==> src/rtl/rr_arbiter16_if.sv <==
// Request/grant bundle between the 16 requesters and the round-robin arbiter.
// The master side raises requests and done; the slave side (the arbiter) drives the grant.
interface rr_arbiter16_if;
  logic [15:0] req;
  logic        done;
  logic [3:0]  gnt_idx;
  logic        gnt_vld;
  logic [15:0] gnt;
  logic        tmo;

  modport master (
    output req,
    output done,
    input  gnt_idx,
    input  gnt_vld,
    input  gnt,
    input  tmo
  );

  modport slave (
    input  req,
    input  done,
    output gnt_idx,
    output gnt_vld,
    output gnt,
    output tmo
  );
endinterface

==> src/rtl/rr_arbiter16.sv <==
// Round-robin arbiter for one 16-way resource: grants one requester at a time,
// bounds each grant to MAX_HOLD cycles, and rotates priority after every release.
module rr_arbiter16 #(
  parameter int MAX_HOLD = 8
) (
  input  logic          clk,
  input  logic          rst,
  rr_arbiter16_if.slave arb
);

  typedef enum logic {IDLE, GRANT} state_t;

  localparam logic [7:0] HOLD_LAST = 8'(MAX_HOLD - 1);

  state_t      state_q, state_d;
  logic [3:0]  ptr_q, ptr_d;
  logic [7:0]  hcnt_q, hcnt_d;
  logic [3:0]  idx_q, idx_d;
  logic        vld_q, vld_d;
  logic [15:0] gnt_q, gnt_d;
  logic        tmo_q, tmo_d;

  logic        win_found;
  logic [3:0]  win_idx;
  logic [3:0]  cand;
  logic        hold_expired;
  logic        grant_release;

  // Scan starts at ptr and wraps, so the first hit is the highest-priority requester.
  always_comb begin
    win_found = 1'b0;
    win_idx   = ptr_q;
    cand      = '0;
    for (int k = 0; k < 16; k++) begin
      cand = ptr_q + 4'(k);
      if (!win_found && arb.req[cand]) begin
        win_found = 1'b1;
        win_idx   = cand;
      end
    end
  end

  assign hold_expired  = (hcnt_q == HOLD_LAST);
  assign grant_release = arb.done || !arb.req[idx_q] || hold_expired;

  always_comb begin
    state_d = state_q;
    ptr_d   = ptr_q;
    hcnt_d  = hcnt_q;
    idx_d   = idx_q;
    vld_d   = vld_q;
    gnt_d   = gnt_q;
    tmo_d   = 1'b0;
    case (state_q)
      IDLE: begin
        if (win_found) begin
          state_d = GRANT;
          idx_d   = win_idx;
          vld_d   = 1'b1;
          gnt_d   = 16'(1) << win_idx;
          hcnt_d  = 8'd0;
        end
      end
      GRANT: begin
        if (grant_release) begin
          state_d = IDLE;
          vld_d   = 1'b0;
          gnt_d   = 16'h0000;
          ptr_d   = idx_q + 4'd1;
          // A timeout only counts as forced when the grantee neither finished nor withdrew.
          tmo_d   = hold_expired && !arb.done && arb.req[idx_q];
        end else begin
          hcnt_d = hcnt_q + 8'd1;
        end
      end
      default: begin
        state_d = IDLE;
        vld_d   = 1'b0;
        gnt_d   = 16'h0000;
      end
    endcase
  end

  always_ff @(posedge clk) begin
    if (rst) begin
      state_q <= IDLE;
      ptr_q   <= 4'd0;
      hcnt_q  <= 8'd0;
      idx_q   <= 4'd0;
      vld_q   <= 1'b0;
      gnt_q   <= 16'h0000;
      tmo_q   <= 1'b0;
    end else begin
      state_q <= state_d;
      ptr_q   <= ptr_d;
      hcnt_q  <= hcnt_d;
      idx_q   <= idx_d;
      vld_q   <= vld_d;
      gnt_q   <= gnt_d;
      tmo_q   <= tmo_d;
    end
  end

  assign arb.gnt_idx = idx_q;
  assign arb.gnt_vld = vld_q;
  assign arb.gnt     = gnt_q;
  assign arb.tmo     = tmo_q;

endmodule

==> src/flat_wrapper.sv <==
// flat-port wrapper written by rule: the top's interface ports become plain ports
module rr_arbiter16_flat 
#(
  parameter int MAX_HOLD = 8
)
  (clk, rst, arb_req, arb_done, arb_gnt_idx, arb_gnt_vld, arb_gnt, arb_tmo);
  rr_arbiter16_if arb_i ();
  input  logic clk;
  input  logic rst;
  input wire logic [$bits(arb_i.req)-1:0] arb_req;
  input wire logic [$bits(arb_i.done)-1:0] arb_done;
  output wire logic [$bits(arb_i.gnt_idx)-1:0] arb_gnt_idx;
  output wire logic [$bits(arb_i.gnt_vld)-1:0] arb_gnt_vld;
  output wire logic [$bits(arb_i.gnt)-1:0] arb_gnt;
  output wire logic [$bits(arb_i.tmo)-1:0] arb_tmo;
  assign arb_i.req = arb_req;
  assign arb_i.done = arb_done;
  assign arb_gnt_idx = arb_i.gnt_idx;
  assign arb_gnt_vld = arb_i.gnt_vld;
  assign arb_gnt = arb_i.gnt;
  assign arb_tmo = arb_i.tmo;
  rr_arbiter16 #(.MAX_HOLD(MAX_HOLD)) u_core (.clk(clk), .rst(rst), .arb(arb_i));
endmodule
==> config.mk <==
export PLATFORM = sky130hd
export DESIGN_NAME = rr_arbiter16_flat
export DESIGN_NICKNAME = d
export VERILOG_FILES = /design/src/rtl/rr_arbiter16_if.sv /design/src/rtl/rr_arbiter16.sv /design/src/flat_wrapper.sv
export SDC_FILE = /design/constraint.sdc
export NUM_CORES = 1
export LEC_CHECK = 0
export BUFFER_PORTS_ARGS = -buffer_cell sky130_fd_sc_hd__buf_2
export CAP_MARGIN = 20
export CORE_MARGIN = 2
export CORE_UTILIZATION = 55
export DETAILED_ROUTE_END_ITERATION = 6
export PLACE_DENSITY = 0.85
export SLEW_MARGIN = 20
export SYNTH_ARGS = -nofsm -noshare
export SYNTH_HDL_FRONTEND = slang
export SYNTH_SLANG_ARGS = --single-unit
==> constraint.sdc <==
create_clock -name clk -period 4.5 [get_ports clk]
set_input_delay 0.675 -clock clk [delete_from_list [all_inputs] [get_ports clk]]
set_output_delay 0.675 -clock clk [all_outputs]
set_load 0.01 [all_outputs]
==> out/results.tsv, run 1 <==
metric	value	unit
die_x	93.3	um
clkLatencyLatePin	280	ps
antenna_found_initial	0	
num-nets-final	555	
rows	32	
crit_slowest_cell	or3_1	
cts.path.max_buffers	2	
port_buffers	40	
rsz0062_at_grt	false	
yosysWarnings	0	
wl_per_cell	20.1	um
cp.arrival	4460	ps
final_common_cell	nand2_1	
crit_type	flip-flop to flip-flop	
drv_cap	0	
layout_common_cells	51 x nand2_1, 40 x buf_2, 37 x mux2i_1	
die_h	93.3	um
min_period	4270	ps
clockRootBuffer	clkbuf_8	
via_per_inst	6.95	
drtAntennaViolNets	0	
place_inst	622	
dr.pass1.iters	5	
seqCellArea	701	um^2
dpl_cell_area	4690	um^2
vias	4366	
cp_cell_sequence	inv_1 -> buf_4 -> ha_1 -> mux4_2 -> mux2_4 -> a211oi_2 -> nand2_2 -> nor4_4 -> and3_2 -> o2111a_2 -> a211oi_1 -> or3_1 -> o31ai_2	
status	finished clean	
syn2layout_area_growth	9.19	%
h-tree-depth	2	
irDropWorstVdd	281	uV
routed_wl	12.6	mm
synth_nets	516	
fillCellCount	608	
critPathBufInv	2	
instances_no_fill	628	
synth_top_cell_area_share	18.0	%
start_util	56.8	%
worst_slew_pin_slew	781	ps
final_cell_area	4790	um^2
ys_types	80	
grt_usage	29.3	%
cpPeakStageDelay	580	ps
power_density	544	nW/um^2
boundaryPins	41	
crit_path_end_kind	flip-flop	
synthTopCellsByArea	mux4_2 18%, dfxtp_1 16%, mux2i_1 8.4%	
grt_pass1_wl	20.4	mm
hold_buffers	0	
hold_violations	0	
synth_seq_cells	35	
synth_area	4390	um^2
drtIter0Drc	449	
cts_resized	0	
syn_inst	488	
clkTransAtPathRegs	60	ps
worstSetupStartpointType	flip-flop	
drcViolationCount	0	
fin_setup_tns	0	ps
grt_max_degree	33	
drive_above_1_share	29.1	%
finalMaxSlewViolations	0	
fin_skew	3.90	ps
syn_avg_cell_area	8.99	um^2
tritoncts	built	
setup_violations	0	
synth_seq_area_share	16.0	%
critPathTopFamily	simple AND/OR/NAND/NOR gates	
post_cts_buffers	0	
grt_pass1_vias	4008	
numClockSinks	35	
gp_congestion	1.03	
dp.final_hpwl	9.44	mm
antenna_cells	0	
core-area	7730	um^2
grt-ovfl-total	0	
leakage	1.73	nW
die-area	8700	um^2
synth_edf_count	0	
ys.flop_type	dfxtp_1	
worstHoldPathType	flip-flop to flip-flop	
fmax	234	MHz
synth-async-reset-ratio	0	%
multi_input_area	3480	um^2
numCtsBuffers	5	
cp.required	4700	ps
cp_max_fo	9	
synth_top_area_cell	mux4_2	
slew_headroom	47.8	%
fin_crit_sh	94.8	%
## sequential cells by signal (all words and copies together), names as in the netlist
signal,flops
u_core.arb.gnt,16
u_core.state_q,1
u_core.hcnt_q,8
u_core.arb.tmo,1
u_core.arb.gnt_vld,1
u_core.arb.gnt_idx,4
u_core.ptr_q,4
## final timing paths
check	startpoint	slack, ps	to	depth (start not counted)
setup / recovery	u_core.ptr_q[1]$_SDFFE_PP0P_	230	u_core.arb.gnt[13]$_SDFFE_PP0P_	13
hold / removal	u_core.arb.gnt[11]$_SDFFE_PP0P_	450	u_core.arb.gnt[11]$_SDFFE_PP0P_	2
setup reg to reg	u_core.ptr_q[1]$_SDFFE_PP0P_	230	u_core.arb.gnt[13]$_SDFFE_PP0P_	13
hold reg to reg	u_core.arb.gnt[11]$_SDFFE_PP0P_	450	u_core.arb.gnt[11]$_SDFFE_PP0P_	2
## stage by stage
stage	util, %	setup WS, ps	hold WS [ps]	total power [mW]
floorplan	-	279	458	1.89
global placement	60.7	261	436	2.30
detailed placement	60.7	185	443	2.32
CTS	61.6	155	459	2.53
global route	62.0	51.1	479	2.77
finish	62.0	235	454	2.61
## kinds of logic after synthesis
kind of cell	after synthesis	synth area share (%)
AO/OA/AOI/OAI	133	21.8
XOR/XNOR	17	3.91
adder cells (fa/ha/maj)	9	2.57
buffers and inverters	39	5.28
flip-flops	35	16.0
multiplexers	91	31.6
AND/OR/NAND/NOR	164	18.9
## cells in the mapped netlist (all sizes together) (2+ instances only)
library cell,n
xnor2,9
o22ai,7
nand2b,3
clkbuf,8
nor2b,6
ha,9
a21oi,28
o2111a,2
nand3,24
inv,10
or4,3
nor3b,4
buf,21
a211oi,11
o31ai,17
mux4,35
o211ai,2
nand2,53
or2,4
a22oi,4
a21o,3
o2bb2ai,2
o21bai,2
nor4,4
dfxtp,35
a2111oi,2
o21ai,26
a32o,2
o22a,2
o21a,5
or3,7
mux2i,39
a31oi,3
nor2,33
nor3,12
mux2,17
and3,5
a311oi,2
xor2,8
## where the power goes
part	leakage (nW)	internal (mW)	switching, mW
Combinational	1.41	0.793	1.20
Clock	0.0371	0.103	0.101
Sequential	0.284	0.354	0.0578
Total	1.73	1.25	1.36
## metal layers
layer	wire (um)	share of wire [%]	vias to the layer above	global-route usage, %
met3	1170	9.3	53	4.27
met4	592	4.7	0	11.6
li1	-	-	1976	-
met5	0	0	-	0
met1	5080	40	2064	39.8
met2	5760	46	273	46.9
## layout make-up
cell class	instances	share of cell area (%)
clock buffers	6	1.52
inverters	10	0.784
multi-input cells	414	72.6
flip-flops and latches	35	14.6
well taps	102	2.67
repair buffers	61	7.81
## worst register-to-register path, delay by kind of cell (launching register included)
kind / cells / cell delay, ps
muxes: 2 / 680
DFF: 1 / 370
AOI/OAI and AO/OA: 4 / 1010
and+or+nand+nor: 4 / 1450
buffers and inverters: 2 / 260
adders and majority gates: 1 / 430
(Power assumes the default switching activity.)
==> run 2, diff against run 1 <==
==> constraint.sdc (replaced) <==
create_clock -name clk -period 4.5 [get_ports clk]
set_input_delay 0.45 -clock clk [delete_from_list [all_inputs] [get_ports clk]]
set_output_delay 0.45 -clock clk [all_outputs]
set_load 0.01 [all_outputs]
==> run 2 against run 1 <==
Die area stayed put; sequential cell count stayed put; non-clock buffer count is 3 higher; sequential power hardly changed; highest routed layer unchanged; sequential share of layout area is 0.076 points lower; register-to-register slack better by 40 ps; hold slack worse by 0.78 ps; global-route usage is 1.5 points higher; clock skew is 1.9 ps higher; critical path type unchanged; clock power is 7% higher; first-iteration DRC count is 12% higher; largest cell class unchanged.
==> out/results.tsv, run 2 (same netlist as run 1, synthesis figures left out) <==
metric	value	unit
status	finished clean	
cp_max_fo	12	
wl_per_cell	20.6	um
fin_crit_sh	94.0	%
worst_slew_pin_slew	695	ps
clkTransAtPathRegs	70	ps
place_inst	625	
grt_usage	30.8	%
leakage	1.75	nW
core-area	7730	um^2
via_per_inst	6.86	
timing.hold.ws	453	ps
drv_cap	0	
final_common_cell	nand2_1	
die_h	93.3	um
drtAntennaViolNets	0	
crit_path_end_kind	flip-flop	
dp.final_hpwl	9.93	mm
min_period	4230	ps
slew_headroom	53.6	%
gp_congestion	0.994	
fmax	237	MHz
boundaryPins	41	
worstSetupStartpointType	flip-flop	
finalMaxSlewViolations	0	
drcViolationCount	0	
setup_slack	272	ps
antenna_cells	0	
clockRootBuffer	clkbuf_8	
hold_violations	0	
cp.arrival	4430	ps
antenna_found_initial	0	
instances_no_fill	633	
start_util	56.8	%
crit_type	flip-flop to flip-flop	
dr.pass1.iters	5	
setup_violations	0	
die_x	93.3	um
fin_setup_tns	0	ps
syn2layout_area_growth	9.76	%
rsz0062_at_grt	false	
hp-start	u_core.arb.gnt[9]$_SDFFE_PP0P_	
drive_above_1_share	29.8	%
tritoncts	built	
rows	32	
vias	4340	
fin_skew	5.79	ps
cts.path.max_buffers	2	
power_density	551	nW/um^2
layout_common_cells	51 x nand2_1, 40 x buf_2, 36 x mux2i_1	
largest_reg_flops	16	
die-area	8700	um^2
grt_max_degree	33	
drtIter0Drc	505	
startpoint	u_core.ptr_q[0]$_SDFFE_PP0P_	
num-nets-final	558	
place_ws	244	ps
clkLatencyLatePin	290	ps
port_buffers	40	
grt_pass1_wl	21.2	mm
irDropWorstVdd	286	uV
numCtsBuffers	5	
routed_wl	13.0	mm
total_power	2.65	mW
numClockSinks	35	
grt_pass1_vias	4086	
regToRegSetupSlack	270	ps
h-tree-depth	2	
grt-ovfl-total	0	
worstHoldPathType	flip-flop to flip-flop	
crit-reg2reg-launch	u_core.ptr_q[0]$_SDFFE_PP0P_	
fillCellCount	645	
cp.required	4700	ps
-- run 2: area by class of cell --
cell class | instances | area, um^2 | area share (%)
multi-input combinational | 414 | 3470 | 72.2
sequential | 35 | 701 | 14.6
timing repair buffer | 64 | 393 | 8.16
tap | 102 | 128 | 2.65
clock buffer | 7 | 76.3 | 1.59
inverter | 10 | 37.5 | 0.780
clock inverter | 1 | 5.00 | 0.104
-- run 2: repair_timing --
item / 4_1_cts / 5_1_grt
setup buffers: 0 / 0
hold buffers: 0 / 0
gates resized for setup: 0 / 5
setup endpoints to repair: 0 / 17
-- run 2: path summary, 6_finish.rpt --
kind	to	depth (start not counted)
max	u_core.arb.gnt[13]$_SDFFE_PP0P_	13
min	u_core.arb.gnt[9]$_SDFFE_PP0P_	2
max reg2reg	u_core.arb.gnt[13]$_SDFFE_PP0P_	13
min reg2reg	u_core.arb.gnt[9]$_SDFFE_PP0P_	2
-- run 2: where the power goes --
| group | switching (mW) | leakage (nW) | total (mW) | internal (mW) |
|---|---|---|---|---|
| sequential | 0.0555 | 0.284 | 0.409 | 0.354 |
| clock | 0.110 | 0.0422 | 0.218 | 0.109 |
| combinational | 1.22 | 1.42 | 2.02 | 0.806 |
-- run 2: per-layer routing --
metal	vias up	wire length, um	global-route usage (%)
met2	263	6010	48.6
met5	-	0	0
li1	1989	-	-
met1	2042	5260	42.7
met3	46	1290	4.59
met4	0	481	11.6
-- run 2: critical path, cell delays in order (launching register included) --
cell and delay [ps]:
dfxtp_1 400, inv_2 60, ha_1 380, buf_4 260
mux4_2 340, mux2i_1 320, mux2_2 330, nand2_4 100
nor4_4 450, and3_2 360, o2111a_2 240, a211oi_1 50
or3_1 580, o31ai_2 290
-- run 2: metrics by stage --
step                      area (um^2)  util, %
after floorplan                  4390        -
after global placement           4710     61.0
after detailed placement         4710     61.0
after CTS                        4790     62.0
after global routing             4810     62.3
final                            4810     62.3
